[src/rtl/ini_req_arbiter.sv]
// ini_req_arbiter
//   Round-robin arbiter sharing one Ini injection port among NREQ local
//   requesters. One packet is outstanding at a time: a request is granted
//   in IDLE, held on the Ini port in ISSUE until accepted, and the 1-bit
//   completion response is routed back to its originator from WAIT_RESP.
//   A requester may keep the grant for up to MAX_BURST consecutive packets
//   before the pointer is forced past it.
//
// Ports
//   CLK, RESET         clock (rising edge) and synchronous active-high reset
//   req_valid/ready    per-requester request / one-hot combinational accept
//   req_addr/req_data  packed per-requester address and payload
//   out_valid/ready    packet handshake towards Ini
//   out_addr/data/src  registered packet fields and granted requester index
//   in_resp_valid/bit  Ini completion strobe and status
//   resp_valid/bit     one-hot one-cycle response strobe and status copy
//   proto_err          sticky: response seen outside WAIT_RESP
//   timeout_err        sticky: no response within TIMEOUT cycles
module ini_req_arbiter #(
  parameter int NREQ      = 4,
  parameter int ADDR_W    = 4,
  parameter int DATA_W    = 8,
  parameter int MAX_BURST = 2,
  parameter int TIMEOUT   = 64
) (
  input  logic                      CLK,
  input  logic                      RESET,
  input  logic [NREQ-1:0]           req_valid,
  output logic [NREQ-1:0]           req_ready,
  input  logic [NREQ*ADDR_W-1:0]    req_addr,
  input  logic [NREQ*DATA_W-1:0]    req_data,
  output logic                      out_valid,
  input  logic                      out_ready,
  output logic [ADDR_W-1:0]         out_addr,
  output logic [DATA_W-1:0]         out_data,
  output logic [$clog2(NREQ)-1:0]   out_src,
  input  logic                      in_resp_valid,
  input  logic                      in_resp_bit,
  output logic [NREQ-1:0]           resp_valid,
  output logic                      resp_bit,
  output logic                      proto_err,
  output logic                      timeout_err
);

  localparam int SRC_W   = $clog2(NREQ);
  localparam int BURST_W = $clog2(MAX_BURST + 1);
  localparam int TCNT_W  = (TIMEOUT > 1) ? $clog2(TIMEOUT) : 1;

  typedef enum logic [1:0] {
    ST_IDLE  = 2'd0,
    ST_ISSUE = 2'd1,
    ST_WAIT  = 2'd2
  } state_t;

  state_t              state_r;
  logic [SRC_W-1:0]    rr_ptr_r;
  logic [BURST_W-1:0]  burst_cnt_r;
  logic [TCNT_W-1:0]   tcnt_r;

  logic                sel_found_s;
  logic [SRC_W-1:0]    sel_idx_s;
  logic [SRC_W-1:0]    cand_s;
  logic [BURST_W-1:0]  burst_inc_s;
  logic                burst_done_s;
  logic [SRC_W-1:0]    src_next_s;

  // Scan requesters starting at rr_ptr; the first valid one wins.
  always_comb begin
    sel_found_s = 1'b0;
    sel_idx_s   = '0;
    cand_s      = '0;
    for (int k = 0; k < NREQ; k++) begin
      // NREQ is a power of two, so the SRC_W-bit add wraps modulo NREQ.
      cand_s = rr_ptr_r + SRC_W'(k);
      if (!sel_found_s && req_valid[cand_s]) begin
        sel_found_s = 1'b1;
        sel_idx_s   = cand_s;
      end else begin
        sel_found_s = sel_found_s;
      end
    end
  end

  // Burst bookkeeping and the rotated pointer value used on completion.
  always_comb begin
    burst_inc_s  = burst_cnt_r + BURST_W'(1'b1);
    burst_done_s = (burst_inc_s == BURST_W'(MAX_BURST));
    src_next_s   = out_src + SRC_W'(1'b1);
  end

  // Accept strobe: only the selected requester, only in IDLE, never in reset.
  always_comb begin
    req_ready = '0;
    if (!RESET && (state_r == ST_IDLE) && sel_found_s) begin
      req_ready[sel_idx_s] = 1'b1;
    end else begin
      req_ready = '0;
    end
  end

  // Arbitration state machine with all outputs registered.
  always_ff @(posedge CLK) begin
    if (RESET) begin
      state_r     <= ST_IDLE;
      rr_ptr_r    <= '0;
      burst_cnt_r <= '0;
      tcnt_r      <= '0;
      out_valid   <= 1'b0;
      out_addr    <= '0;
      out_data    <= '0;
      out_src     <= '0;
      resp_valid  <= '0;
      resp_bit    <= 1'b0;
      proto_err   <= 1'b0;
      timeout_err <= 1'b0;
    end else begin
      resp_valid <= '0;
      case (state_r)
        ST_IDLE: begin
          if (in_resp_valid) begin
            proto_err <= 1'b1;
          end
          if (sel_found_s) begin
            out_addr  <= req_addr[sel_idx_s*ADDR_W +: ADDR_W];
            out_data  <= req_data[sel_idx_s*DATA_W +: DATA_W];
            out_src   <= sel_idx_s;
            out_valid <= 1'b1;
            // out_src still holds the previously granted index here.
            if (sel_idx_s != out_src) begin
              burst_cnt_r <= '0;
            end
            state_r <= ST_ISSUE;
          end
        end
        ST_ISSUE: begin
          if (in_resp_valid) begin
            proto_err <= 1'b1;
          end
          if (out_ready) begin
            out_valid <= 1'b0;
            tcnt_r    <= '0;
            state_r   <= ST_WAIT;
          end
        end
        ST_WAIT: begin
          // A response on the final timeout cycle still wins.
          if (in_resp_valid) begin
            resp_valid[out_src] <= 1'b1;
            resp_bit            <= in_resp_bit;
            state_r             <= ST_IDLE;
            if (burst_done_s) begin
              rr_ptr_r    <= src_next_s;
              burst_cnt_r <= '0;
            end else begin
              rr_ptr_r    <= out_src;
              burst_cnt_r <= burst_inc_s;
            end
          end else if (tcnt_r == TCNT_W'(TIMEOUT - 1)) begin
            timeout_err <= 1'b1;
            rr_ptr_r    <= src_next_s;
            burst_cnt_r <= '0;
            state_r     <= ST_IDLE;
          end else begin
            tcnt_r <= tcnt_r + TCNT_W'(1'b1);
          end
        end
        default: begin
          state_r   <= ST_IDLE;
          out_valid <= 1'b0;
        end
      endcase
    end
  end

endmodule

[config.mk]
export PLATFORM = sky130hd
export DESIGN_NAME = ini_req_arbiter
export DESIGN_NICKNAME = d
export VERILOG_FILES = /design/src/rtl/ini_req_arbiter.sv
export SDC_FILE = /design/constraint.sdc
export NUM_CORES = 1
export LEC_CHECK = 0
export BUFFER_PORTS_ARGS = -buffer_cell sky130_fd_sc_hd__buf_2
export CORE_ASPECT_RATIO = 1.4
export CORE_MARGIN = 1
export CORE_UTILIZATION = 47
export CTS_CLUSTER_DIAMETER = 150
export CTS_CLUSTER_SIZE = 24
export DETAILED_ROUTE_END_ITERATION = 12
export PLACE_DENSITY = 0.77
export SLEW_MARGIN = 20
export SYNTH_ARGS = -nofsm -noshare
export SYNTH_HDL_FRONTEND = slang
export SYNTH_SLANG_ARGS = --single-unit
[constraint.sdc]
create_clock -name CLK -period 2.45 [get_ports CLK]
set_clock_uncertainty 0.05 [all_clocks]
set_input_delay 0.49 -clock CLK [delete_from_list [all_inputs] [get_ports CLK]]
set_output_delay 0.49 -clock CLK [all_outputs]
set_load 0.02 [all_outputs]
==> results of run 1 <==
[worst max-delay path, stage by stage (launching register included)]
cell and delay [ns]:
sky130_fd_sc_hd__dfxtp_2 0.36, sky130_fd_sc_hd__nor3b_1 0.38, sky130_fd_sc_hd__nor3_4 0.10, sky130_fd_sc_hd__or3_1 0.41, sky130_fd_sc_hd__nor2_1 0.10, sky130_fd_sc_hd__buf_2 0.16
[where the power goes]
| group | leakage, nW | internal, mW | switching (mW) |
|---|---|---|---|
| Combinational | 0.780 | 0.140 | 0.177 |
| Sequential | 0.278 | 0.588 | 0.0240 |
| Clock | 0.0482 | 0.226 | 0.194 |
[worst max path at each step]
stage,start,to,slack (ns),depth (start not counted)
CTS,rr_ptr_r[1],req_ready[1],0.08,6
floorplan,req_valid[1],req_ready[0],0.21,6
detailed placement,req_valid[2],req_ready[0],0.20,6
global placement,req_valid[2],req_ready[0],0.22,6
finish,rr_ptr_r[1],req_ready[0],0.10,5
global route,rr_ptr_r[1],req_ready[2],0.02,5
[logic make-up (layout without fill, tap and decap cells)]
logic type | count (synthesis) | in the layout | synth area share
XOR/XNOR | 6 | 6 | 0.0281
flip-flops | 34 | 34 | 0.364
adder cells (fa/ha/maj) | 5 | 5 | 0.0334
AO/OA/AOI/OAI | 42 | 42 | 0.197
buffers and inverters | 21 | 110 | 0.0602
multiplexers | 27 | 27 | 0.145
AND/OR/NAND/NOR | 67 | 67 | 0.173
[cells in the mapped netlist (2+ instances only)]
| cell type | count | share of area |
|---|---|---|
| sky130_fd_sc_hd__o2111ai_1 | 2 | 0.0094 |
| sky130_fd_sc_hd__buf_6 | 3 | 0.018 |
| sky130_fd_sc_hd__dfxtp_1 | 34 | 0.36 |
| sky130_fd_sc_hd__inv_1 | 8 | 0.016 |
| sky130_fd_sc_hd__a21oi_1 | 8 | 0.021 |
| sky130_fd_sc_hd__nor2_1 | 23 | 0.046 |
| sky130_fd_sc_hd__o221ai_2 | 8 | 0.064 |
| sky130_fd_sc_hd__a31oi_1 | 2 | 0.0067 |
| sky130_fd_sc_hd__a2111oi_0 | 3 | 0.014 |
| sky130_fd_sc_hd__and3_1 | 2 | 0.0067 |
| sky130_fd_sc_hd__xnor2_1 | 2 | 0.0094 |
| sky130_fd_sc_hd__nand2_1 | 21 | 0.042 |
| sky130_fd_sc_hd__or3_1 | 2 | 0.0067 |
| sky130_fd_sc_hd__ha_1 | 5 | 0.033 |
| sky130_fd_sc_hd__buf_2 | 3 | 0.0080 |
| sky130_fd_sc_hd__xor2_1 | 4 | 0.019 |
| sky130_fd_sc_hd__a211oi_1 | 2 | 0.0080 |
| sky130_fd_sc_hd__o221ai_1 | 4 | 0.019 |
| sky130_fd_sc_hd__nor2_2 | 2 | 0.0067 |
| sky130_fd_sc_hd__o21ai_0 | 2 | 0.0053 |
| sky130_fd_sc_hd__and2_1 | 4 | 0.013 |
| sky130_fd_sc_hd__buf_4 | 2 | 0.0080 |
| sky130_fd_sc_hd__clkbuf_1 | 3 | 0.0060 |
| sky130_fd_sc_hd__nor3_1 | 2 | 0.0053 |
| sky130_fd_sc_hd__mux2i_1 | 26 | 0.14 |
| sky130_fd_sc_hd__o41ai_1 | 2 | 0.0094 |
[per-layer routing]
metal	up-vias	share of wire
met5	-	0
met4	0	0.015
met3	6	0.046
met2	41	0.54
met1	848	0.40
li1	902	-
[area by class of cell]
| class | count | area share |
|---|---|---|
| clock buffers | 7 | 0.0355 |
| clock inverters | 1 | 0.00206 |
| inverters | 10 | 0.0154 |
| multi-input cells | 147 | 0.446 |
| flip-flops and latches | 34 | 0.280 |
| well taps | 42 | 0.0216 |
| repair buffers | 92 | 0.199 |
[flip-flops by register name (all words and copies together), names as in the netlist]
name,count
proto_err,1
state_r,2
out_addr,4
out_data,8
burst_cnt_r,2
out_valid,1
tcnt_r,6
out_src,2
rr_ptr_r,2
timeout_err,1
resp_bit,1
resp_valid,4
[metrics by stage]
stage / power, mW / hold slack, ns / utilization
finish: 1.35 / 0.390 / 0.651
global route: 1.42 / 0.407 / 0.651
CTS: 1.36 / 0.390 / 0.648
detailed placement: 0.940 / 0.394 / 0.624
global placement: 0.933 / 0.390 / 0.624
floorplan: 0.825 / 0.396 / -
==> impl_metrics.prom, run 1 <==
# TYPE chip_impl_metric gauge
chip_impl_metric{name="top_level_ports",unit=""} 83
chip_impl_metric{name="floorplan.initialDensity",unit=""} 0.500
chip_impl_metric{name="core_area",unit="mm^2"} 0.00374
chip_impl_metric{name="syn2layout_area_growth",unit="%"} 30.0
chip_impl_metric{name="place_hpwl",unit="um"} 3450
chip_impl_metric{name="grt_remaining_overflow",unit=""} 0
chip_impl_metric{name="cts.repair_timing.setup_buffer_count",unit=""} 0
chip_impl_metric{name="grt_pass1_vias",unit=""} 1706
chip_impl_info{name="startpoint_type",value="flop"} 1
chip_impl_metric{name="max_cap_violations",unit=""} 0
chip_impl_info{name="synth-main-ff-cell",value="sky130_fd_sc_hd__dfxtp_1"} 1
chip_impl_metric{name="routabilityCongestion",unit=""} 0.800
chip_impl_metric{name="synth-async-reset-ratio",unit=""} 0
chip_impl_metric{name="nFillCells",unit=""} 318
chip_impl_metric{name="dieWidth",unit="um"} 55.3
chip_impl_metric{name="clock_sink_count",unit=""} 34
chip_impl_metric{name="fin_tns_setup",unit="ns"} 0
chip_impl_metric{name="synth.yosys.warnings",unit=""} 0
chip_impl_metric{name="synth.ff_latch_count",unit=""} 34
chip_impl_metric{name="drt_iter0_drc",unit=""} 29
chip_impl_metric{name="wire_per_inst",unit="um"} 13.3
chip_impl_metric{name="routed_wirelength",unit="um"} 4420
chip_impl_info{name="critical_path.reg2reg.startpoint",value="tcnt_r[0]"} 1
chip_impl_metric{name="buffer_ports.inserted",unit=""} 82
chip_impl_metric{name="post-route-period-util",unit=""} 0.957
chip_impl_metric{name="synthDistinctLibCells",unit=""} 49
chip_impl_metric{name="synth_enable_flop_cells",unit=""} 0
chip_impl_metric{name="worst-slew-pin-transition",unit="ns"} 0.547
chip_impl_metric{name="register_clock_pin_slew_on_the_reported_worst_setup_and_hold_paths",unit="ns"} 0.07
chip_impl_metric{name="ff_latch_area",unit="um^2"} 682
chip_impl_info{name="status",value="finished clean"} 1
chip_impl_metric{name="max_freq",unit="GHz"} 0.426
chip_impl_metric{name="worst-r2r-cell-count",unit=""} 5
chip_impl_metric{name="power.leakage",unit="nW"} 1.11
chip_impl_metric{name="timing.final.ws_setup",unit="ns"} 0.104
chip_impl_metric{name="post_synth.cell_area_avg",unit="um^2"} 9.27
chip_impl_info{name="worstReg2RegEnd",value="tcnt_r[0]"} 1
chip_impl_info{name="setup.worst_path.end_class",value="output port"} 1
chip_impl_info{name="grt_setup_unrepaired",value="false"} 1
chip_impl_metric{name="antenna_cells_inserted",unit=""} 0
chip_impl_metric{name="grt.met3_usage",unit=""} 0.0573
chip_impl_metric{name="placed_cells_incl_taps",unit=""} 325
chip_impl_metric{name="layout_min_cycle_time",unit="ns"} 2.35
chip_impl_metric{name="critPathArrivalTime",unit="ns"} 1.81
chip_impl_info{name="hold_path_end",value="resp_bit"} 1
chip_impl_metric{name="place_ws",unit="ns"} 0.204
chip_impl_metric{name="grt.met1_usage",unit=""} 0.212
chip_impl_metric{name="mappedNetlistArea",unit="mm^2"} 0.00187
chip_impl_metric{name="row_count",unit=""} 26
chip_impl_metric{name="report.final.setup_viol",unit=""} 0
chip_impl_metric{name="clock_tree.htree_level_count",unit=""} 2
chip_impl_info{name="hold_class",value="in2reg"} 1
chip_impl_metric{name="routed-via-count",unit=""} 1797
chip_impl_metric{name="slew_viol_final",unit=""} 0
chip_impl_metric{name="critical_path_peak_fanout",unit=""} 6
chip_impl_metric{name="instances_no_fill",unit=""} 333
chip_impl_metric{name="use_met2",unit=""} 0.400
chip_impl_metric{name="critical_path_required",unit="ns"} 1.91
chip_impl_info{name="layout.cells.most_common",value="sky130_fd_sc_hd__buf_2"} 1
chip_impl_metric{name="cts_hold_buf",unit=""} 0
chip_impl_info{name="busiest_layer",value="met2"} 1
chip_impl_metric{name="number_of_antenna_violations_at_the_first_check_in_global_routing",unit=""} 0
chip_impl_metric{name="fp.dieH",unit="um"} 76.7
chip_impl_metric{name="net_count_synth",unit=""} 264
chip_impl_metric{name="pin_count_of_the_biggest_net_entering_global_routing",unit=""} 16
chip_impl_metric{name="design.final.nets",unit=""} 352
chip_impl_metric{name="powerDensity",unit="mW/mm^2"} 555
chip_impl_metric{name="multi_input_comb_area",unit="mm^2"} 0.00108
chip_impl_metric{name="hold_violations",unit=""} 0
chip_impl_metric{name="post_route_cells_drive_above_1_share",unit=""} 0.405
chip_impl_metric{name="r2r_setup_slack",unit="ns"} 0.49
chip_impl_metric{name="synth-seq-area-share",unit=""} 0.364
chip_impl_metric{name="timing.slew.headroom",unit=""} 0.633
chip_impl_metric{name="ctsResizeCount",unit=""} 0
chip_impl_metric{name="drt_pass1_iterations",unit=""} 4
chip_impl_metric{name="numCtsBuffers",unit=""} 5
chip_impl_metric{name="final_antenna_net_count",unit=""} 0
chip_impl_metric{name="min_path_cells",unit=""} 3
chip_impl_metric{name="detailed_place.area",unit="mm^2"} 0.00233
chip_impl_info{name="layout.cells.most_common_list",value="82 x sky130_fd_sc_hd__buf_2, 33 x sky130_fd_sc_hd__dfxtp_1, 26 x sky130_fd_sc_hd__mux2i_1"} 1
chip_impl_info{name="root_buffer",value="sky130_fd_sc_hd__clkbuf_8"} 1
chip_impl_metric{name="die-area",unit="mm^2"} 0.00424
chip_impl_metric{name="routed_via_density",unit=""} 5.40
chip_impl_metric{name="cts-root-to-sink-buffers",unit=""} 2
chip_impl_metric{name="syn-instance-count",unit=""} 202
chip_impl_metric{name="grt_first_pass_wirelength",unit="um"} 7130
chip_impl_metric{name="postLayoutCellArea",unit="mm^2"} 0.00243
chip_impl_info{name="min_from",value="in_resp_bit"} 1
chip_impl_metric{name="clkLatencyLatePin",unit="ns"} 0.28
chip_impl_metric{name="irDropWorstVdd",unit="V"} 0.000479
chip_impl_metric{name="gr-usage-all-layers",unit=""} 0.212
chip_impl_info{name="critical_path_class",value="reg2out"} 1
chip_impl_info{name="cts_tree",value="yes"} 1
chip_impl_metric{name="detail_route.drc_violations",unit=""} 0
(Power assumes the default switching activity.)
==> run 2, diff against run 1 <==
GPL_TIMING_DRIVEN = 0   (was unset)
==> run 2 against run 1 <==
Sequential share of layout area fell by 0.81 points; sequential cell count did not move; worst hold slack improved by 0.0020 ns.
==> impl_metrics.prom, run 2 (synthesized netlist as in run 1, its figures left out) <==
# TYPE chip_impl_metric gauge
chip_impl_metric{name="placed_cells_incl_taps",unit=""} 326
chip_impl_metric{name="drt_iter0_drc",unit=""} 44
chip_impl_metric{name="clock_sink_count",unit=""} 34
chip_impl_metric{name="slew_viol_final",unit=""} 0
chip_impl_info{name="timing.critical_path.mode_cell",value="sky130_fd_sc_hd__buf_2"} 1
chip_impl_metric{name="numCtsBuffers",unit=""} 5
chip_impl_metric{name="critical_path_required",unit="ns"} 1.91
chip_impl_metric{name="hold_slack",unit="ns"} 0.392
chip_impl_metric{name="gr-usage-all-layers",unit=""} 0.216
chip_impl_info{name="busiest_layer",value="met2"} 1
chip_impl_metric{name="pin_count_of_the_biggest_net_entering_global_routing",unit=""} 15
chip_impl_metric{name="instances_no_fill",unit=""} 340
chip_impl_metric{name="routabilityCongestion",unit=""} 0.732
chip_impl_info{name="critical_path.cell_chain",value="buf_2 -> or4_1 -> buf_4 -> nand2_2 -> or3_1 -> buf_8 -> nor2_1 -> buf_2"} 1
chip_impl_info{name="crit_family",value="simple AND/OR/NAND/NOR gates"} 1
chip_impl_metric{name="drt_pass1_iterations",unit=""} 4
chip_impl_metric{name="register_clock_pin_slew_on_the_reported_worst_setup_and_hold_paths",unit="ns"} 0.06
chip_impl_metric{name="irDropWorstVdd",unit="V"} 0.000485
chip_impl_info{name="worstReg2RegEnd",value="tcnt_r[0]"} 1
chip_impl_metric{name="routed_via_density",unit=""} 5.38
chip_impl_info{name="startpoint_type",value="primary input"} 1
chip_impl_info{name="layout_top_registers",value="out_data x8, tcnt_r x6"} 1
chip_impl_metric{name="grt.met3_usage",unit=""} 0.0371
chip_impl_metric{name="r2r_setup_slack",unit="ns"} 0.54
chip_impl_metric{name="layout_min_cycle_time",unit="ns"} 2.37
chip_impl_info{name="layout.cells.most_common",value="sky130_fd_sc_hd__buf_2"} 1
chip_impl_metric{name="place_hpwl",unit="um"} 3440
chip_impl_metric{name="detail_route.drc_violations",unit=""} 0
chip_impl_metric{name="die-area",unit="mm^2"} 0.00424
chip_impl_info{name="min_from",value="in_resp_bit"} 1
chip_impl_metric{name="power_switching",unit="mW"} 0.392
chip_impl_metric{name="post-route-period-util",unit=""} 0.969
chip_impl_metric{name="final_antenna_net_count",unit=""} 0
chip_impl_metric{name="routed_wirelength",unit="um"} 4550
chip_impl_metric{name="grt_pass1_vias",unit=""} 1702
chip_impl_metric{name="cpPeakStageDelay",unit="ns"} 0.52
chip_impl_metric{name="final_core_util",unit=""} 0.672
chip_impl_metric{name="place_ws",unit="ns"} -0.0872
chip_impl_metric{name="sequential_share_of_power",unit=""} 0.461
chip_impl_metric{name="detailed_place.area",unit="mm^2"} 0.00233
chip_impl_metric{name="postLayoutCellArea",unit="mm^2"} 0.00251
chip_impl_metric{name="internal_power",unit="mW"} 0.930
chip_impl_metric{name="worst-r2r-cell-count",unit=""} 5
chip_impl_metric{name="timing.final.ws_setup",unit="ns"} 0.0758
chip_impl_metric{name="max_cap_violations",unit=""} 0
chip_impl_metric{name="post_route_cells_drive_above_1_share",unit=""} 0.423
chip_impl_metric{name="row_count",unit=""} 26
chip_impl_info{name="hold_path_end",value="resp_bit"} 1
chip_impl_metric{name="clock_tree.htree_level_count",unit=""} 2
chip_impl_info{name="critical-path-slowest-cell",value="sky130_fd_sc_hd__or4_1"} 1
chip_impl_metric{name="syn2layout_area_growth",unit="%"} 34.4
chip_impl_metric{name="antenna_cells_inserted",unit=""} 0
chip_impl_info{name="hold_class",value="in2reg"} 1
chip_impl_metric{name="dieWidth",unit="um"} 55.3
chip_impl_metric{name="wire_per_inst",unit="um"} 13.4
chip_impl_metric{name="clkLatencyLatePin",unit="ns"} 0.28
chip_impl_info{name="layout.cells.most_common_list",value="83 x sky130_fd_sc_hd__buf_2, 33 x sky130_fd_sc_hd__dfxtp_1, 25 x sky130_fd_sc_hd__mux2i_1"} 1
chip_impl_metric{name="critical_path_cell_count",unit=""} 8
chip_impl_metric{name="design.final.nets",unit=""} 360
chip_impl_metric{name="powerDensity",unit="mW/mm^2"} 526
chip_impl_metric{name="critical_path_buf_inv_count",unit=""} 4
chip_impl_metric{name="report.final.setup_viol",unit=""} 0
chip_impl_info{name="setup.worst_path.end_class",value="output port"} 1
chip_impl_metric{name="number_of_antenna_violations_at_the_first_check_in_global_routing",unit=""} 0
chip_impl_info{name="cts_tree",value="yes"} 1
chip_impl_metric{name="nFillCells",unit=""} 301
chip_impl_metric{name="cts-root-to-sink-buffers",unit=""} 2
chip_impl_metric{name="critical_path_peak_fanout",unit=""} 7
chip_impl_metric{name="worst-slew-pin-transition",unit="ns"} 0.498
chip_impl_info{name="critical_path.reg2reg.startpoint",value="tcnt_r[0]"} 1
chip_impl_metric{name="core_area",unit="mm^2"} 0.00374
chip_impl_metric{name="floorplan.initialDensity",unit=""} 0.500
chip_impl_metric{name="top_level_ports",unit=""} 83
chip_impl_metric{name="largest_register_ffs",unit=""} 8
chip_impl_metric{name="max_freq",unit="GHz"} 0.421
chip_impl_metric{name="grt.met1_usage",unit=""} 0.241
chip_impl_metric{name="hold_violations",unit=""} 0
chip_impl_info{name="max_flop_register",value="out_data"} 1
chip_impl_metric{name="grt_remaining_overflow",unit=""} 0
chip_impl_metric{name="grt_first_pass_wirelength",unit="um"} 7400
chip_impl_metric{name="use_met2",unit=""} 0.389
chip_impl_metric{name="power.share.combinational",unit=""} 0.256
chip_impl_metric{name="buffer_ports.inserted",unit=""} 82
chip_impl_metric{name="critPathArrivalTime",unit="ns"} 1.83
chip_impl_info{name="critical_path_class",value="in2out"} 1
chip_impl_info{name="status",value="finished clean"} 1
chip_impl_metric{name="net_switching_fraction_of_the_power",unit=""} 0.296
chip_impl_info{name="root_buffer",value="sky130_fd_sc_hd__clkbuf_8"} 1
chip_impl_metric{name="p_clk_frac",unit=""} 0.283
chip_impl_metric{name="min_path_cells",unit=""} 3
chip_impl_metric{name="power.leakage",unit="nW"} 1.14
chip_impl_metric{name="timing.slew.headroom",unit=""} 0.668
chip_impl_metric{name="fp.dieH",unit="um"} 76.7
chip_impl_metric{name="routed-via-count",unit=""} 1828
-- run 2: how the worst max path moves through the flow --
| stage | start | to | slack [ns] |
|---|---|---|---|
| floorplan | req_valid[1] | req_ready[0] | 0.21 |
| global placement | req_valid[2] | req_ready[0] | -0.10 |
| detailed placement | req_valid[2] | req_ready[2] | -0.09 |
| CTS | req_valid[2] | req_ready[2] | 0.004 |
| global route | rr_ptr_r[1] | req_ready[3] | -0.02 |
| finish | req_valid[2] | req_ready[2] | 0.08 |
-- run 2: metal layers --
layer	vias to the layer above	wire length, um
li1	924	-
met1	848	1900
met2	49	2390
met3	7	178
met4	0	76
met5	-	0
-- run 2: metrics by stage --
| step | power [mW] | setup TNS, ns |
|---|---|---|
| 6_report | 1.32 | 0 |
| 2_1_floorplan | 0.825 | 0 |
| 3_5_place_dp | 0.940 | -0.227 |
| 4_1_cts | 1.31 | 0 |
| 5_1_grt | 1.39 | -0.0377 |
| 3_3_place_gp | 0.933 | -0.289 |
-- run 2: cell type report --
class	instances	area, um^2	area share
Multi-Input combinational cell	147	1110	0.442
Clock inverter	2	10.0	0.00398
Buffer	10	77.6	0.0308
Clock buffer	5	68.8	0.0274
Inverter	10	37.5	0.0149
Timing Repair Buffer	90	473	0.188
Sequential cell	34	684	0.272
Tap cell	42	52.6	0.0209
-- run 2: worst register-to-register path, cell delays in order (launching register included) --
cell                        delay [ns]
sky130_fd_sc_hd__dfxtp_1          0.34
sky130_fd_sc_hd__ha_1             0.24
sky130_fd_sc_hd__and4_1           0.26
sky130_fd_sc_hd__a211oi_1         0.46
sky130_fd_sc_hd__nor2_1           0.07
sky130_fd_sc_hd__a2111oi_0        0.37
-- run 2: repair_timing --
item,in CTS,in global routing
pin swaps,1,2
cloned,0,0
setup buffers,0,8
hold buffers,0,0
endpoints found under the setup margin,4,4
gates resized for setup,7,6
endpoints found under the hold margin,0,0
-- run 2: power by group through the flow --
stage | clock network [mW] | logic [mW] | registers (mW)
floorplan | 0 | 0.167 | 0.657
global placement | 0 | 0.313 | 0.620
detailed placement | 0 | 0.319 | 0.621
CTS | 0.381 | 0.323 | 0.610
global route | 0.404 | 0.367 | 0.614
finish | 0.374 | 0.338 | 0.610
